`src/rtl/pc_gen_stage_pkg.sv`:
```
// Shared fetch-path constants and redirect kind encoding.
// Kind values are ordered so that a larger value means a higher redirect priority.
package pc_gen_stage_pkg;

  localparam logic [31:0] RESET_PC = 32'hbfc00000;
  localparam logic [31:0] EXC_PC   = 32'hbfc00380;

  typedef enum logic [1:0] {
    RK_NONE = 2'd0,
    RK_BR   = 2'd1,
    RK_ERET = 2'd2,
    RK_EXC  = 2'd3
  } redir_kind_e;

endpackage

```
`src/rtl/redirect_hold.sv`:
```
// Holds a redirect that arrives while fetch is stalled until the stall releases.
// While stalled, an incoming redirect replaces the held one only if its priority is the same or higher.
module redirect_hold
  import pc_gen_stage_pkg::*;
(
  input  logic        clk,
  input  logic        resetn,
  input  logic        stall,
  input  redir_kind_e live_kind,
  input  logic [31:0] live_addr,
  output logic        pend_valid,
  output redir_kind_e pend_kind,
  output logic [31:0] pend_addr
);

  logic take_live;

  assign take_live = (live_kind != RK_NONE) && (!pend_valid || (live_kind >= pend_kind));

  // Any non-stall edge consumes or discards the held entry.
  always_ff @(posedge clk) begin
    if (!resetn) begin
      pend_valid <= 1'b0;
      pend_kind  <= RK_NONE;
      pend_addr  <= 32'd0;
    end else if (stall) begin
      if (take_live) begin
        pend_valid <= 1'b1;
        pend_kind  <= live_kind;
        pend_addr  <= live_addr;
      end
    end else begin
      pend_valid <= 1'b0;
      pend_kind  <= RK_NONE;
    end
  end

endmodule

```
`src/rtl/pc_gen_stage.sv`:
```
// Fetch request stage: selects the next PC, drives the instruction SRAM request,
// and tracks the registered address of the read that is in flight.
module pc_gen_stage #(
  parameter logic [31:0] RESET_PC = pc_gen_stage_pkg::RESET_PC,
  parameter logic [31:0] EXC_PC   = pc_gen_stage_pkg::EXC_PC
) (
  input  logic        clk,
  input  logic        resetn,
  input  logic        stall,
  input  logic        exception,
  input  logic        eret,
  input  logic [31:0] epc,
  input  logic        br_valid,
  input  logic [31:0] br_target,
  output logic        inst_sram_en,
  output logic [31:0] inst_sram_addr,
  output logic [31:0] inst_sram_raddr,
  output logic        raddr_valid,
  output logic        fetch_adel
);

  import pc_gen_stage_pkg::*;

  logic [31:0] pc_q;
  logic [31:0] next_raw;
  logic [31:0] live_addr;
  redir_kind_e live_kind;
  logic        pend_valid;
  redir_kind_e pend_kind;
  logic [31:0] pend_addr;
  logic        use_pend;

  always_comb begin
    live_kind = RK_NONE;
    live_addr = 32'd0;
    if (exception) begin
      live_kind = RK_EXC;
      live_addr = EXC_PC;
    end else if (eret) begin
      live_kind = RK_ERET;
      live_addr = epc;
    end else if (br_valid) begin
      live_kind = RK_BR;
      live_addr = br_target;
    end
  end

  redirect_hold u_redirect_hold (
    .clk        (clk),
    .resetn     (resetn),
    .stall      (stall),
    .live_kind  (live_kind),
    .live_addr  (live_addr),
    .pend_valid (pend_valid),
    .pend_kind  (pend_kind),
    .pend_addr  (pend_addr)
  );

  // A held redirect beats a live branch but yields to a live exception or eret.
  assign use_pend = pend_valid && (live_kind <= RK_BR) && (pend_kind >= live_kind);

  always_comb begin
    next_raw = pc_q + 32'd4;
    if (stall) begin
      next_raw = pc_q;
    end else if (live_kind >= RK_ERET) begin
      next_raw = live_addr;
    end else if (use_pend) begin
      next_raw = pend_addr;
    end else if (live_kind == RK_BR) begin
      next_raw = live_addr;
    end
  end

  // A misaligned target is issued word-aligned; the fault flag follows it into raddr.
  assign inst_sram_addr  = {next_raw[31:2], 2'b00};
  assign inst_sram_en    = resetn;
  assign inst_sram_raddr = pc_q;

  always_ff @(posedge clk) begin
    if (!resetn) begin
      pc_q        <= RESET_PC - 32'd4;
      raddr_valid <= 1'b0;
      fetch_adel  <= 1'b0;
    end else if (!stall) begin
      pc_q        <= inst_sram_addr;
      raddr_valid <= 1'b1;
      fetch_adel  <= |next_raw[1:0];
    end
  end

endmodule

```
`config.mk`:
```
export PLATFORM = sky130hd
export DESIGN_NAME = pc_gen_stage
export DESIGN_NICKNAME = d
export VERILOG_FILES = /design/src/rtl/pc_gen_stage_pkg.sv /design/src/rtl/redirect_hold.sv /design/src/rtl/pc_gen_stage.sv
export SDC_FILE = /design/constraint.sdc
export NUM_CORES = 1
export LEC_CHECK = 0
export ABC_AREA = 1
export CORE_UTILIZATION = 35
export DETAILED_ROUTE_END_ITERATION = 12
export SLEW_MARGIN = 20
export SYNTH_ARGS = -nofsm -noshare
export SYNTH_HDL_FRONTEND = slang
export SYNTH_HIERARCHICAL = 1
export SYNTH_SLANG_ARGS = --single-unit
```
`constraint.sdc`:
```
create_clock -name clk -period 5 [get_ports clk]
set_input_delay 1.5 -clock clk [delete_from_list [all_inputs] [get_ports clk]]
set_output_delay 1.5 -clock clk [all_outputs]
set_load 0.02 [all_outputs]
```
* After elaboration in Yosys (flattened, before gate mapping)
Index checks and enable logic that the tools add are counted.
** Operators by class
- Add/subtract/negate cells :: 1
- Order comparisons :: 4
- Equal/unequal tests :: 1
- Multiplexer cells :: 10
- Reduce and logical (&&, ||, !) cells :: 9
** Operator list (number)
- 32-bit 2-to-1 mux :: 7
- 32-bit by 3-bit adder with 32-bit output, second input constant :: 1
- 2-bit >= comparator :: 2
- 2-bit 2-to-1 mux :: 2
- 2-bit AND reduction :: 2
- 1-bit logical AND :: 3
- 2-bit by 1-bit == test with 1-bit output, second input constant :: 1
- 2-bit >= comparator, second input constant :: 1
- 2-bit by 1-bit <= comparator with 1-bit output, second input constant :: 1
- 2-bit nonzero test :: 1
- 2-bit OR reduction :: 1
- 1-bit zero test :: 1
- 1-bit logical OR :: 1
- 1-bit 2-to-1 mux :: 1
** Storage, ports and cells
- Register bits :: 67
- Bits of input ports :: 70
- Output and inout port bits :: 67

* Longest topological paths before layout
- Depth in word-level cells :: 10
- Mapped depth :: 21
- Gate-level depth less buffers :: 19

* Modules after synthesis
Netlist, hierarchy kept.
** By module, submodules not included
- pc_gen_stage :: times used 1, cells each 728, area each 3773.6 um^2, seq. area each 640.6 um^2
- redirect_hold :: times used 1, cells each 203, area each 1591.5 um^2, seq. area each 700.7 um^2

* Least setup slack after synthesis
No wires, ideal clock.
- Path type :: in2out
- Start point :: input port exception
- End point :: output port inst_sram_addr[10]
- Arrival time :: 3.578 ns
- Required time :: 3.500 ns
- Slack :: -0.078 ns
- Stages :: 14
- Cells stage by stage :: buf_6 -> clkinv_1 -> clkbuf_1 -> nand2_1 -> ha_1 -> o21ai_1 -> nand2_1 -> nand2_1 -> buf_4 -> clkbuf_1 -> o21ai_0 -> o21ai_1 -> o21ai_0 -> inv_1
** On the way
- Cells in the longest elaborated chain, start to end :: 7
** Ends and longest elaborated chain
- from (decl) :: line pc_gen_stage.sv:10 : input logic exception,
- 2-bit 2-to-1 mux * :: line pc_gen_stage.sv:36 : if (exception) begin
- named net live_kind[0] :: line pc_gen_stage.sv:27 : redir_kind_e live_kind;
- 2-bit by 1-bit <= comparator with 1-bit output :: line pc_gen_stage.sv:60 : assign use_pend = pend_valid && (live_kind <= RK_BR) && (pend_kind >= live_kind);
- 1-bit logical AND (2 in a row) :: line pc_gen_stage.sv:60
- 32-bit 2-to-1 mux :: line pc_gen_stage.sv:68 : end else if (use_pend) begin
- 32-bit 2-to-1 mux * :: line pc_gen_stage.sv:66 : end else if (live_kind >= RK_ERET) begin
- 32-bit 2-to-1 mux * :: line pc_gen_stage.sv:64 : if (stall) begin
- to (decl) :: line pc_gen_stage.sv:16 : output logic [31:0] inst_sram_addr,
The timed path passes the listed nets; every way through them passes the cells marked *.

* Worst setup path after layout
- Start point :: input port eret
- End point :: register pc_q[28] (netlist: inst_sram_raddr[28])
** On the way
- Cells in the longest elaborated chain, start to end :: 8
** Ends and longest elaborated chain
- from (decl) :: line pc_gen_stage.sv:11 : input logic eret,
- 2-bit 2-to-1 mux * :: line pc_gen_stage.sv:39 : end else if (eret) begin
- 2-bit 2-to-1 mux * :: line pc_gen_stage.sv:36
- named net live_kind[0] :: line pc_gen_stage.sv:27
- 2-bit by 1-bit <= comparator with 1-bit output :: line pc_gen_stage.sv:60
- 1-bit logical AND (2 in a row) :: line pc_gen_stage.sv:60
- 32-bit 2-to-1 mux :: line pc_gen_stage.sv:68
- 32-bit 2-to-1 mux * :: line pc_gen_stage.sv:66
- 32-bit 2-to-1 mux * :: line pc_gen_stage.sv:64
- to (signal assigned) :: line pc_gen_stage.sv:82 : pc_q <= RESET_PC - 32'd4;
- to (signal assigned) :: line pc_gen_stage.sv:86 : pc_q <= inst_sram_addr;
- to (decl) :: line pc_gen_stage.sv:24 : logic [31:0] pc_q;
Marks and branches as above.
A chain may end at the register's enable or synchronous reset.

==> Implementation_results.wiki <==
{| class="wikitable"
! Metric !! Value
|-
| Status || finished, final reports clean
|-
| GRT Util Overall || 26.5%
|-
| Largest net degree at the start of global routing || 68
|-
| Number of buffers between clock root and the deepest sink || 2
|-
| Combinational share of power || 35.1%
|-
| Clock root cell || sky130_fd_sc_hd__clkbuf_16
|-
| Post-route clock skew || 0.00888 ns
|-
| Area of all placed cells without fillers || 8140 sq um
|-
| Tightest slew margin relative to the limit || 40.6%
|-
| Net Switching || 0.684 mW
|-
| Switching portion of total power || 34.6%
|-
| Stages on worst setup path || 33
|-
| Area contributors post-synth || sky130_fd_sc_hd__dfxtp_1, sky130_fd_sc_hd__nand2_1, sky130_fd_sc_hd__inv_1
|-
| Num CTS Buffers || 9
|-
| Crit Path Max Fanout || 7
|-
| Max IR drop VDD || 0.000163 V
|-
| Clock sinks || 67
|-
| Endpoint arrival time on the critical path || 5.22 ns
|-
| I/O pin count || 137
|-
| Power per unit of standard cell area || 243 nW/um^2
|-
| Worst min path class || reg2reg
|-
| Internal reg-to-reg setup slack || 1.01 ns
|-
| Post-layout min period || 4.93 ns
|-
| Worst r2r src || inst_sram_raddr[2]$_SDFFE_PN1N_
|-
| Cell accounting for the most synthesized area || sky130_fd_sc_hd__dfxtp_1
|-
| Final number of hold-violating endpoints || 0
|-
| Height of the chip || 126 um
|-
| ANT cells || 0
|-
| Syn-to-layout area delta || 51.7%
|-
| Number of buffer cells added on primary ports || 132
|-
| Post-synth EDFFs || 0
|-
| Setup CP Type || in2reg
|-
| Internal power || 1.29 mW
|-
| Syn Inst Count || 931
|-
| Site row count || 44
|-
| DIE WIDTH || 126 um
|-
| Critical path's most frequent cell || sky130_fd_sc_hd__buf_4
|-
| DP HPWL || 14100 um
|-
| Max-cap check violation count || 0
|-
| Total of fill cells in the finished design || 1459
|-
| Total Negative Setup Slacks || 0 ns
|-
| Type of origin of the critical path || input port
|-
| Finish-stage setup viols || 0
|-
| Slew @ Worst Pin || 0.892 ns
|-
| Clock tree from TritonCTS || yes
|-
| Required time of the critical path || 5.29 ns
|-
| Final global-route overflow total || 0
|-
| Global-route wire length before repair || 32600 um
|-
| CP bufs+invs || 21
|-
| Fraction of final layout cells sized beyond drive strength 1 || 20.6%
|-
| Portion of the post-synthesis area used by sequential elements || 25.0%
|-
| Min-Delay Startpoint || raddr_valid$_SDFFE_PN0N_
|-
| Launch point of the worst path || eret
|-
| Max Freq || 0.203 GHz
|-
| Sequential share of power || 31.3%
|-
| Post-detailed-route via-to-cell ratio || 5.00
|-
| Count of unresolved DRC violations after routing || 0
|-
| Wire length after detailed routing || 22100 um
|-
| Area share of the leading cell type in the synthesized netlist || 25.0%
|-
| Clock power frac || 33.6%
|-
| Total power consumption of the routed design || 1.98 mW
|-
| Top_reg_cell synth || sky130_fd_sc_hd__dfxtp_1
|-
| Number of H-tree levels || 3
|-
| Yosys cell types || 38
|-
| Die Area || 15800 sq um
|-
| Antenna violations before repair || 0
|-
| Vias in the first global route || 6040
|-
| Avg WL per Cell || 16.5 um
|-
| Leakage power figure || 4.28 nW
|-
| First-pass iteration count of the detailed router || 7
|-
| Cell with the biggest individual delay on the critical path || sky130_fd_sc_hd__ha_4
|-
| Kind of cell adding the most delay to the critical path || buffers and inverters
|-
| Fin crit share || 98.6%
|-
| Mean post-synth cell area || 5.76 sq um
|-
| Placer congestion estimate || 0.902
|-
| Overall via count from detail_route || 6676
|-
| Synth Cell Area || 5370 sq um
|-
| Total area of multi-input combinational cells || 3340 sq um
|-
| Remaining number of nets flagged by the antenna check after routing || 0
|-
| Placed cell area || 7200 sq um
|-
| Fin nets || 1221
|-
| Number of DRC markers after the initial detailed-route iteration || 603
|-
| Number of cells on the worst hold path || 2
|-
| Async S/R FF share, synth || 0%
|-
| Core area || 14800 sq um
|-
| Clock input transition at the sequential cells of the worst setup and hold paths || 0.06 ns
|-
| Setup crit end kind || flip-flop
|-
| Largest stage delay on the critical path || 0.21 ns
|-
| Clk_lat worst skew || 0.35 ns
|-
| Number of warnings printed during yosys synthesis || 6
|-
| Final max-slew violation count || 0
|-
| Starting density of the core || 36.4%
|-
| Cell count of the worst reg-to-reg path || 30
|-
| Seq. cell area || 1340 sq um
|-
| Post-synthesis sequential element count || 67
|}
## synthesized netlist by cell type (2+ instances only)
master and n:
sky130_fd_sc_hd__nand2_1 315, sky130_fd_sc_hd__inv_1 137, sky130_fd_sc_hd__nor2_1 82, sky130_fd_sc_hd__dfxtp_1 67, sky130_fd_sc_hd__a21oi_1 65, sky130_fd_sc_hd__nand3_1 54, sky130_fd_sc_hd__nand3b_1 34, sky130_fd_sc_hd__o21ai_0 33
sky130_fd_sc_hd__buf_4 17, sky130_fd_sc_hd__clkbuf_1 17, sky130_fd_sc_hd__o21ai_1 12, sky130_fd_sc_hd__buf_2 10, sky130_fd_sc_hd__inv_2 7, sky130_fd_sc_hd__nor2_4 7, sky130_fd_sc_hd__a22oi_1 6, sky130_fd_sc_hd__buf_6 5
sky130_fd_sc_hd__ha_1 5, sky130_fd_sc_hd__nand4_1 5, sky130_fd_sc_hd__nor2_2 5, sky130_fd_sc_hd__or2_2 5, sky130_fd_sc_hd__nand2_2 4, sky130_fd_sc_hd__nand3_2 4, sky130_fd_sc_hd__nor3_1 4, sky130_fd_sc_hd__o21bai_1 4
sky130_fd_sc_hd__xor2_1 4, sky130_fd_sc_hd__a22o_1 3, sky130_fd_sc_hd__o21ai_2 3, sky130_fd_sc_hd__a31oi_1 2, sky130_fd_sc_hd__and2_1 2, sky130_fd_sc_hd__buf_1 2, sky130_fd_sc_hd__nor2_8 2, sky130_fd_sc_hd__o211ai_1 2
sky130_fd_sc_hd__xnor2_1 2
## power by group through the flow
stage / Clock, mW / Sequential, mW / Combinational, mW
final: 0.663 / 0.618 / 0.695
after global routing: 0.694 / 0.624 / 0.756
after CTS: 0.674 / 0.616 / 0.655
after detailed placement: 0 / 0.627 / 0.621
after global placement: 0 / 0.628 / 0.618
after floorplan: 0 / 0.636 / 0.346
## metal layers
metal / up-vias / track usage [%] / wire (um)
li1: 3319 / - / -
met1: 3036 / 36.4 / 9950
met2: 282 / 41.7 / 9910
met3: 39 / 6.03 / 1670
met4: 0 / 6.59 / 519
met5: - / 0 / 0
## layout make-up
type | count | share of cell area [%]
sequential | 67 | 16.5
clock inverter | 4 | 0.615
tap | 184 | 2.83
timing repair buffer | 252 | 29.0
multi-input combinational | 670 | 41.1
inverter | 146 | 6.92
clock buffer | 11 | 3.11
## through the flow
step	utilization, %	hold WS, ns	setup WS [ns]	cells
2_1_floorplan	-	0.444	0.0198	934
3_3_place_gp	48.8	0.454	-0.883	1266
3_5_place_dp	48.8	0.464	-0.924	1266
4_1_cts	53.6	0.478	-0.00743	1326
5_1_grt	55.2	0.498	-0.0318	1334
6_report	55.2	0.472	0.0682	1334
## timing repair
item	4_1_cts	5_1_grt
setup buffers	43	4
endpoints found under the setup margin	30	65
hold buffers	0	0
pin swaps	13	17
endpoints found under the hold margin	0	0
resized for setup	147	49
gates cloned	2	7
## kinds of logic (layout without fill, tap and decap cells)
kind of cell	count (synthesis)	count (layout)	share of synthesized area, %
AO/OA/AOI/OAI	130	130	13.2
XOR/XNOR	6	6	0.979
adder cells (fa/ha/maj)	5	5	1.17
buffers and inverters	197	413	16.0
flip-flops	67	67	25.0
other	1	4	0.0699
AND/OR/NAND/NOR	525	525	43.7
## tightest hold or removal path: cells and delay by family (launching register included)
family,cells,cell delay [ns]
DFF,1,0.32
and+or+nand+nor,2,0.12
## flip-flops by register name, summed over array words and instances, names as in the netlist
register                    flops
raddr_valid                     1
u_redirect_hold/pend_valid      1
u_redirect_hold/pend_addr      32
u_redirect_hold/pend_kind       2
inst_sram_raddr                30
fetch_adel                      1
## final timing paths
check                                      to
max          inst_sram_raddr[28]$_SDFFE_PN1N_
min                  raddr_valid$_SDFFE_PN0N_
max reg2reg  inst_sram_raddr[28]$_SDFFE_PN1N_
min reg2reg          raddr_valid$_SDFFE_PN0N_
## placed cells by master (no fill, tap or decap), types with 5 or more instances in the layout
cell and instances:
sky130_fd_sc_hd__o21ai_1 14, sky130_fd_sc_hd__nand3_1 49, sky130_fd_sc_hd__nand3b_1 34, sky130_fd_sc_hd__buf_2 20, sky130_fd_sc_hd__a22oi_1 6, sky130_fd_sc_hd__nor2_4 8
sky130_fd_sc_hd__nand2_2 9, sky130_fd_sc_hd__or2_2 5, sky130_fd_sc_hd__inv_2 11, sky130_fd_sc_hd__buf_12 8, sky130_fd_sc_hd__a21oi_1 61, sky130_fd_sc_hd__nor2_1 82
sky130_fd_sc_hd__inv_1 133, sky130_fd_sc_hd__buf_4 100, sky130_fd_sc_hd__nand2_1 305, sky130_fd_sc_hd__nand4_1 5, sky130_fd_sc_hd__o21ai_0 29, sky130_fd_sc_hd__dfxtp_1 67
sky130_fd_sc_hd__clkbuf_16 13, sky130_fd_sc_hd__clkdlybuf4s50_1 98, sky130_fd_sc_hd__buf_6 12, sky130_fd_sc_hd__nand3_2 9
(Power assumes the default switching activity.)
